`config.mk`:
```
export PLATFORM = sky130hd
export DESIGN_NAME = z_seq_ctrl_flat
export DESIGN_NICKNAME = d
export VERILOG_FILES = /design/src/rtl/z_seq_ctrl_if.sv /design/src/rtl/z_seq_ctrl.sv /design/src/flat_wrapper.sv
export SDC_FILE = /design/constraint.sdc
export NUM_CORES = 1
export LEC_CHECK = 0
export ABC_AREA = 1
export BUFFER_PORTS_ARGS = -buffer_cell sky130_fd_sc_hd__buf_4
export CORE_MARGIN = 2
export CORE_UTILIZATION = 45
export DETAILED_ROUTE_END_ITERATION = 7
export PLACE_DENSITY = 0.65
export SETUP_SLACK_MARGIN = 0.3
export SYNTH_ARGS = -nofsm -noshare
export SYNTH_HDL_FRONTEND = slang
export SYNTH_SLANG_ARGS = --single-unit
export TNS_END_PERCENT = 10
```
`constraint.sdc`:
```
create_clock -name clk -period 3.4 [get_ports clk]
set_input_delay 0 -clock clk [delete_from_list [all_inputs] [get_ports clk]]
set_output_delay 0 -clock clk [all_outputs]
set_load 0.02 [all_outputs]
```
`src/rtl/z_seq_ctrl_if.sv`:
```
// Handshake bundle between a sequence requester and the Z-register sequencer.
// master: requester/ALU side drives start, op and alu_done; slave: the sequencer drives the enables.
interface z_seq_ctrl_if;
  logic       start;
  logic [1:0] op;
  logic       alu_done;
  logic       alu_start;
  logic       ZInput;
  logic       ZLowOut;
  logic       ZHighOut;
  logic       LOin;
  logic       HIin;
  logic       RzIn;
  logic       busy;
  logic       done;
  logic       err;

  modport master (
    output start, op, alu_done,
    input  alu_start, ZInput, ZLowOut, ZHighOut, LOin, HIin, RzIn, busy, done, err
  );

  modport slave (
    input  start, op, alu_done,
    output alu_start, ZInput, ZLowOut, ZHighOut, LOin, HIin, RzIn, busy, done, err
  );
endinterface

```
`src/rtl/z_seq_ctrl.sv`:
```
// Z-register sequencer: launch ALU, wait (with timeout), capture Z, move Z to Rz or LO/HI.
// Latency: done 5 cycles after start for op=00, 6 for MUL/DIV; start/op ignored while busy.
module z_seq_ctrl #(
  parameter int TIMEOUT_CYCLES = 64,
  parameter int CW             = 7
) (
  input logic         clk,
  input logic         clr,
  z_seq_ctrl_if.slave zif
);

  typedef enum logic [2:0] {
    S_IDLE, S_LAUNCH, S_WAIT, S_CAPTURE, S_XFER_LO, S_XFER_HI, S_DONE, S_ERR
  } state_t;

  localparam logic [CW-1:0] CNT_LAST = CW'(TIMEOUT_CYCLES - 1);

  state_t        state, state_nxt;
  logic [CW-1:0] cnt, cnt_nxt;
  logic [1:0]    op_q, op_nxt;

  always_comb begin
    state_nxt = state;
    cnt_nxt   = cnt;
    op_nxt    = op_q;
    case (state)
      S_IDLE: begin
        if (zif.start) begin
          if (zif.op == 2'b11) begin
            state_nxt = S_ERR;
          end else begin
            state_nxt = S_LAUNCH;
            op_nxt    = zif.op;
          end
        end
      end
      S_LAUNCH: begin
        state_nxt = S_WAIT;
        cnt_nxt   = '0;
      end
      S_WAIT: begin
        // a result arriving on the last allowed cycle still counts as success
        if (zif.alu_done) begin
          state_nxt = S_CAPTURE;
        end else if (cnt == CNT_LAST) begin
          state_nxt = S_ERR;
        end else begin
          cnt_nxt = cnt + 1'b1;
        end
      end
      S_CAPTURE: state_nxt = S_XFER_LO;
      S_XFER_LO: state_nxt = (op_q == 2'b00) ? S_DONE : S_XFER_HI;
      S_XFER_HI: state_nxt = S_DONE;
      S_DONE:    state_nxt = S_IDLE;
      S_ERR:     state_nxt = S_IDLE;
      default:   state_nxt = S_IDLE;
    endcase
  end

  // Outputs are registered decodes of the next state, so they track the state register exactly.
  always_ff @(posedge clk or negedge clr) begin
    if (!clr) begin
      state         <= S_IDLE;
      cnt           <= '0;
      op_q          <= 2'b00;
      zif.alu_start <= 1'b0;
      zif.ZInput    <= 1'b0;
      zif.ZLowOut   <= 1'b0;
      zif.ZHighOut  <= 1'b0;
      zif.LOin      <= 1'b0;
      zif.HIin      <= 1'b0;
      zif.RzIn      <= 1'b0;
      zif.busy      <= 1'b0;
      zif.done      <= 1'b0;
      zif.err       <= 1'b0;
    end else begin
      state         <= state_nxt;
      cnt           <= cnt_nxt;
      op_q          <= op_nxt;
      zif.alu_start <= (state_nxt == S_LAUNCH);
      zif.ZInput    <= (state_nxt == S_CAPTURE);
      zif.ZLowOut   <= (state_nxt == S_XFER_LO);
      zif.ZHighOut  <= (state_nxt == S_XFER_HI);
      zif.RzIn      <= (state_nxt == S_XFER_LO) && (op_nxt == 2'b00);
      zif.LOin      <= (state_nxt == S_XFER_LO) && (op_nxt != 2'b00);
      zif.HIin      <= (state_nxt == S_XFER_HI);
      zif.busy      <= (state_nxt != S_IDLE);
      zif.done      <= (state_nxt == S_DONE);
      zif.err       <= (state_nxt == S_ERR);
    end
  end

endmodule

```
`src/flat_wrapper.sv`:
```
// flat-port wrapper written by rule: the top's interface ports become plain ports
module z_seq_ctrl_flat 
#(
  parameter int TIMEOUT_CYCLES = 64,
  parameter int CW             = 7
)
  (clk, clr, zif_start, zif_op, zif_alu_done, zif_alu_start, zif_ZInput, zif_ZLowOut, zif_ZHighOut, zif_LOin, zif_HIin, zif_RzIn, zif_busy, zif_done, zif_err);
  z_seq_ctrl_if zif_i ();
  input logic clk;
  input logic clr;
  input wire logic [$bits(zif_i.start)-1:0] zif_start;
  input wire logic [$bits(zif_i.op)-1:0] zif_op;
  input wire logic [$bits(zif_i.alu_done)-1:0] zif_alu_done;
  output wire logic [$bits(zif_i.alu_start)-1:0] zif_alu_start;
  output wire logic [$bits(zif_i.ZInput)-1:0] zif_ZInput;
  output wire logic [$bits(zif_i.ZLowOut)-1:0] zif_ZLowOut;
  output wire logic [$bits(zif_i.ZHighOut)-1:0] zif_ZHighOut;
  output wire logic [$bits(zif_i.LOin)-1:0] zif_LOin;
  output wire logic [$bits(zif_i.HIin)-1:0] zif_HIin;
  output wire logic [$bits(zif_i.RzIn)-1:0] zif_RzIn;
  output wire logic [$bits(zif_i.busy)-1:0] zif_busy;
  output wire logic [$bits(zif_i.done)-1:0] zif_done;
  output wire logic [$bits(zif_i.err)-1:0] zif_err;
  assign zif_i.start = zif_start;
  assign zif_i.op = zif_op;
  assign zif_i.alu_done = zif_alu_done;
  assign zif_alu_start = zif_i.alu_start;
  assign zif_ZInput = zif_i.ZInput;
  assign zif_ZLowOut = zif_i.ZLowOut;
  assign zif_ZHighOut = zif_i.ZHighOut;
  assign zif_LOin = zif_i.LOin;
  assign zif_HIin = zif_i.HIin;
  assign zif_RzIn = zif_i.RzIn;
  assign zif_busy = zif_i.busy;
  assign zif_done = zif_i.done;
  assign zif_err = zif_i.err;
  z_seq_ctrl #(.TIMEOUT_CYCLES(TIMEOUT_CYCLES), .CW(CW)) u_core (.clk(clk), .clr(clr), .zif(zif_i));
endmodule
```
# --- Word-level counts from Yosys, hierarchy flattened ---
# Index checks and enable logic that the tools add are counted.
# Widths: inputs -> output; s select.
word_totals:
  register_bits: 21
  latch_bits: 0
  ram_bits: 0
  mem_bits_ro: 0
  in_bits: 6
  output_inout_bits: 10
  word_cells: 52
  mem_count: 0
classes:
  n_addsub: 1
  n_mul: 0
  div_mod_pow: 0
  order_cmp: 0
  eq_ne: 17
  shifts: 0
  n_mux: 12
  n_bitwise: 0
  n_reduce_logical: 10
op_table:
  columns: ["operator", "n"]
  rows:
  - ["$eq 3x3->1 const B", 8]
  - ["$pmux 3 s7", 1]
  - ["$mux 7", 2]
  - ["$pmux 7 s2", 1]
  - ["$mux 3", 4]
  - ["$eq 3x2->1 const B", 3]
  - ["$mux 2", 4]
  - ["$add 7x1->7 const B", 1]
  - ["$eq 7x6->1 const B", 1]
  - ["$eq 3x1->1 const B", 2]
  - ["$logic_not 2->1", 2]
  - ["$ne 2x2->1 const B", 2]
  - ["$reduce_bool 2->1", 2]
  - ["$logic_not 3->1", 1]
  - ["$reduce_and 3->1", 1]
  - ["$reduce_bool 3->1", 1]
  - ["$eq 2x2->1 const B", 1]
  - ["$logic_and 1x1->1", 2]
  - ["$reduce_or 2->1", 1]

# --- Logic depth before layout (Yosys ltp) ---
logic_depth:
  depth_word: 6
  mapped_depth: 9
  ltp_nobuf: 8

# --- Worst setup path before layout ---
# Ideal clock, no wire load.
synth_path:
  path_type: "register to register"
  start: "reg u_core.cnt[0]"
  end: "reg u_core.cnt[4]"
  setup_ns: 0.074
  t_arrival_ns: 1.322
  required_time_ns: 3.326
  path_slack_ns: 2.005
  path_stages_with_launch: 9
  path_buffers: 1
  synth_period_minus_slack_ns: 1.395
  cell_sequence: "dfrtp_1 ha_1 nand3_1 o21ai_2 nand2_2 nand2_2 buf_6 nand2_1 o21ai_2"
synth_between:
  elab_chain_len: 4
  word_cells_on_any_way: 7
  classes_between: "add/sub (1); eq/ne (2); mux (3); reduce/logical (1)"
synth_rtl:
  columns: ["item", "line", "source"]
  rows:
  - ["start: declaration", "z_seq_ctrl.sv:19", "logic [CW-1:0] cnt, cnt_nxt;"]
  - ["start signal: assignment", "z_seq_ctrl.sv:78", "cnt <= cnt_nxt;"]
  - ["$add 7x1->7", "z_seq_ctrl.sv:48", "cnt_nxt = cnt + 1'b1;"]
  - ["$mux 7", "z_seq_ctrl.sv:45", "end else if (cnt == CNT_LAST) begin"]
  - ["$mux 7", "z_seq_ctrl.sv:43", "if (zif.alu_done) begin"]
  - ["$pmux 7 s2", "z_seq_ctrl.sv:26", "case (state)"]
# Several ways; a longest one is shown, not always the timed one. The select of a mux whose other input is x is not followed.
# A chain may end at the register's enable or synchronous reset.

# --- Final worst setup path ---
layout_path:
  start: "reg u_core.cnt[0]"
  end: "reg u_core.cnt[5]"
# The elaborated chain is that of the path after synthesis.

==> impl_metrics.env <==
export IMPL_status="finished, final reports clean"
export IMPL_critPathLaunchType="flop"
export IMPL_largest_reg_flops=7
export IMPL_syn_instance_count=137
export IMPL_antenna_found_initial=0
export IMPL_synth_most_common_cell="nand2_1"
export IMPL_post_drt_via_cell_ratio=4.78
export IMPL_grt_pass1_vias=841
export IMPL_fmax_ghz=0.612
export IMPL_crit_slowest_cell="dfrtp_1"
export IMPL_multi_input_area_um2=452
export IMPL_start_util=0.485
export IMPL_crit_family="simple AND/OR/NAND/NOR gates"
export IMPL_cts_tree="done"
export IMPL_cts_resized=0
export IMPL_numPortBuffers=15
export IMPL_overflow=0
export IMPL_path_buf_inv=0
export IMPL_ant_nets=0
export IMPL_rsz0062_at_grt="false"
export IMPL_path_cells="ha_1 > nand3_1 > o21ai_2 > nand2_2 > nand2_2 > nand2_1 > o21ai_2"
export IMPL_hold_class="in -> reg"
export IMPL_worstPathMaxFanout=12
export IMPL_grt_use_total=0.169
export IMPL_tightest_slew_ns=0.319
export IMPL_register_area_um2=526
export IMPL_drv_slew=0
export IMPL_grt_pass1_wl_um=3400
export IMPL_synth_compound_area_frac=0.0641
export IMPL_synth_area_leaders="dfrtp_1, nand2_1, inv_1"
export IMPL_root_buffer="clkbuf_4"
export IMPL_netlist_cell_type_count=19
export IMPL_finalCritPeriodShare=0.481
export IMPL_syn_to_final_growth_pct=16.0
export IMPL_drt_pass1_iter_count=4
export IMPL_setup_tns_ns=0
export IMPL_rows=17
export IMPL_dp_cells=178
export IMPL_synth_top_family_by_area="simple AND/OR/NAND/NOR gates"
export IMPL_final_cells=184
export IMPL_path_class="reg -> reg"
export IMPL_synth_warnings=0
export IMPL_fin_skew_ns=0.0105
export IMPL_io_pins=16
export IMPL_nets=164
export IMPL_gp_congestion=0.842
export IMPL_ir_drop_mv=0.378
export IMPL_synth_common_cells="nand2_1, inv_1, dfrtp_1, nand3_1, nor2_1"
export IMPL_synth_edf_count=0
export IMPL_grt_max_degree=22
export IMPL_place_hpwl_um=1500
export IMPL_p_leak_uw=0.000720
export IMPL_wl_um=1970
export IMPL_synthFlopType="dfrtp_1"
export IMPL_power_density_nw_per_um2=720
export IMPL_crit_cells=7
export IMPL_post_cts_buffers=0
export IMPL_async_flop_share=1.00
export IMPL_fill_cells=231
export IMPL_cp_arrival_ns=1.87
export IMPL_top_register="u_core.cnt"
export IMPL_ys_ff_latch=21
export IMPL_netlist_area_um2=1090
export IMPL_drc=0
export IMPL_setup_viol=0
export IMPL_die_h_um=53.3
export IMPL_die_area_um2=2840
export IMPL_ctsHoldBuffers=2
export IMPL_yosys_area_top_type_share=0.481
export IMPL_avgSynthCellArea_um2=7.98
export IMPL_min_path_cells=3
export IMPL_synth_simple_gate_area_frac=0.330
export IMPL_yosysSeqAreaShare=0.481
export IMPL_synth_top_area_cell="dfrtp_1"
export IMPL_syn_nets=144
export IMPL_fin_crit_ns=1.63
export IMPL_core_um2=2250
export IMPL_num_vias=879
export IMPL_die_w_um=53.3
export IMPL_synth_xor_area_frac=0.00801
export IMPL_synthMuxAreaShare=0
export IMPL_r2r_cells=7
export IMPL_worstSkewPairLatency_ns=0.30
export IMPL_end_kind="flop"
export IMPL_drive_above_1_share=0.212
export IMPL_clk_path_buf_depth=2
export IMPL_initialDrtViolationCount=13
export IMPL_synth_adder_area_share=0.0114
export IMPL_slew_headroom=0.787
export IMPL_max_stage_delay_ns=0.46
export IMPL_cts_sinks=21
export IMPL_hold_viol_final=0
export IMPL_reg_top3="u_core.cnt x7, u_core.state x3, u_core.op_q x2"
export IMPL_cts_max_level=1
export IMPL_utilization=0.563
export IMPL_routedWlPerCell_um=10.7
export IMPL_cts_buffers=3
export IMPL_n_antenna_cell=0
export IMPL_clkTransAtPathRegs_ns=0.12
export IMPL_required_ns=3.64
export IMPL_cap_violations=0
-- routing by layer --
metal,GRT usage,part of all wire,wire length (um),up-vias
met3,0.0282,0.043,84,4
met1,0.206,0.49,967,393
met5,0,0,0,-
met4,0.0855,0.015,29,0
li1,-,-,-,463
met2,0.284,0.45,889,19
-- cells in the final DEF (no fill, tap or decap), types with 3 or more instances in the layout --
master,n
nand3_1,16
dfrtp_1,21
nand4_1,4
inv_1,24
clkbuf_4,3
o21ai_2,6
nand2_2,4
nor2_1,12
buf_4,15
nand2_1,37
-- logic make-up after synthesis --
logic type	after synthesis
compound gates	9
xor+xnor	1
fa+ha+maj	1
buf+inv	28
flops	21
simple gates	77
-- worst paths after layout --
kind / start / end / slack, ns
worst min register to register: u_core.cnt[1] / u_core.cnt[1] / 0.53
max in group asynchronous: clr / u_core.zif.alu_start / 3.08
min in group asynchronous: clr / u_core.cnt[2] / 0.10
worst min-delay path: zif_start / u_core.state[0] / 0.03
worst max register to register: u_core.cnt[0] / u_core.cnt[5] / 1.77
worst max-delay path: u_core.cnt[0] / u_core.cnt[5] / 1.77
-- layout make-up --
cell class | count | share of cell area
multi-input combinational | 88 | 0.356
timing repair buffer | 17 | 0.105
inverter | 26 | 0.0769
tap | 28 | 0.0276
clock buffer | 4 | 0.0207
sequential | 21 | 0.414
-- worst reg2reg max path, cell delays in order (launching register included) --
cell and delay, ns:
dfrtp_1 0.46, ha_1 0.28, nand3_1 0.18, o21ai_2 0.20
nand2_2 0.06, nand2_2 0.22, nand2_1 0.11, o21ai_2 0.07
-- metrics by stage --
stage          total power (uW)  area (um^2)  hold WS (ns)  setup slack [ns]
6_report                    914         1270        0.0338              1.77
5_1_grt                     990         1270        0.0395              1.62
4_1_cts                     920         1270        0.0268              1.78
3_5_place_dp                801         1220        -0.102              1.81
3_3_place_gp                794         1220        -0.103              1.89
2_1_floorplan               701         1090        -0.296              2.00
-- where the power goes --
group / internal, uW / switching [uW]
Sequential: 316 / 53.1
Combinational: 144 / 282
Clock: 45.7 / 73.3
Total: 506 / 408
Note: power is estimated with default switching activity, not from simulation.
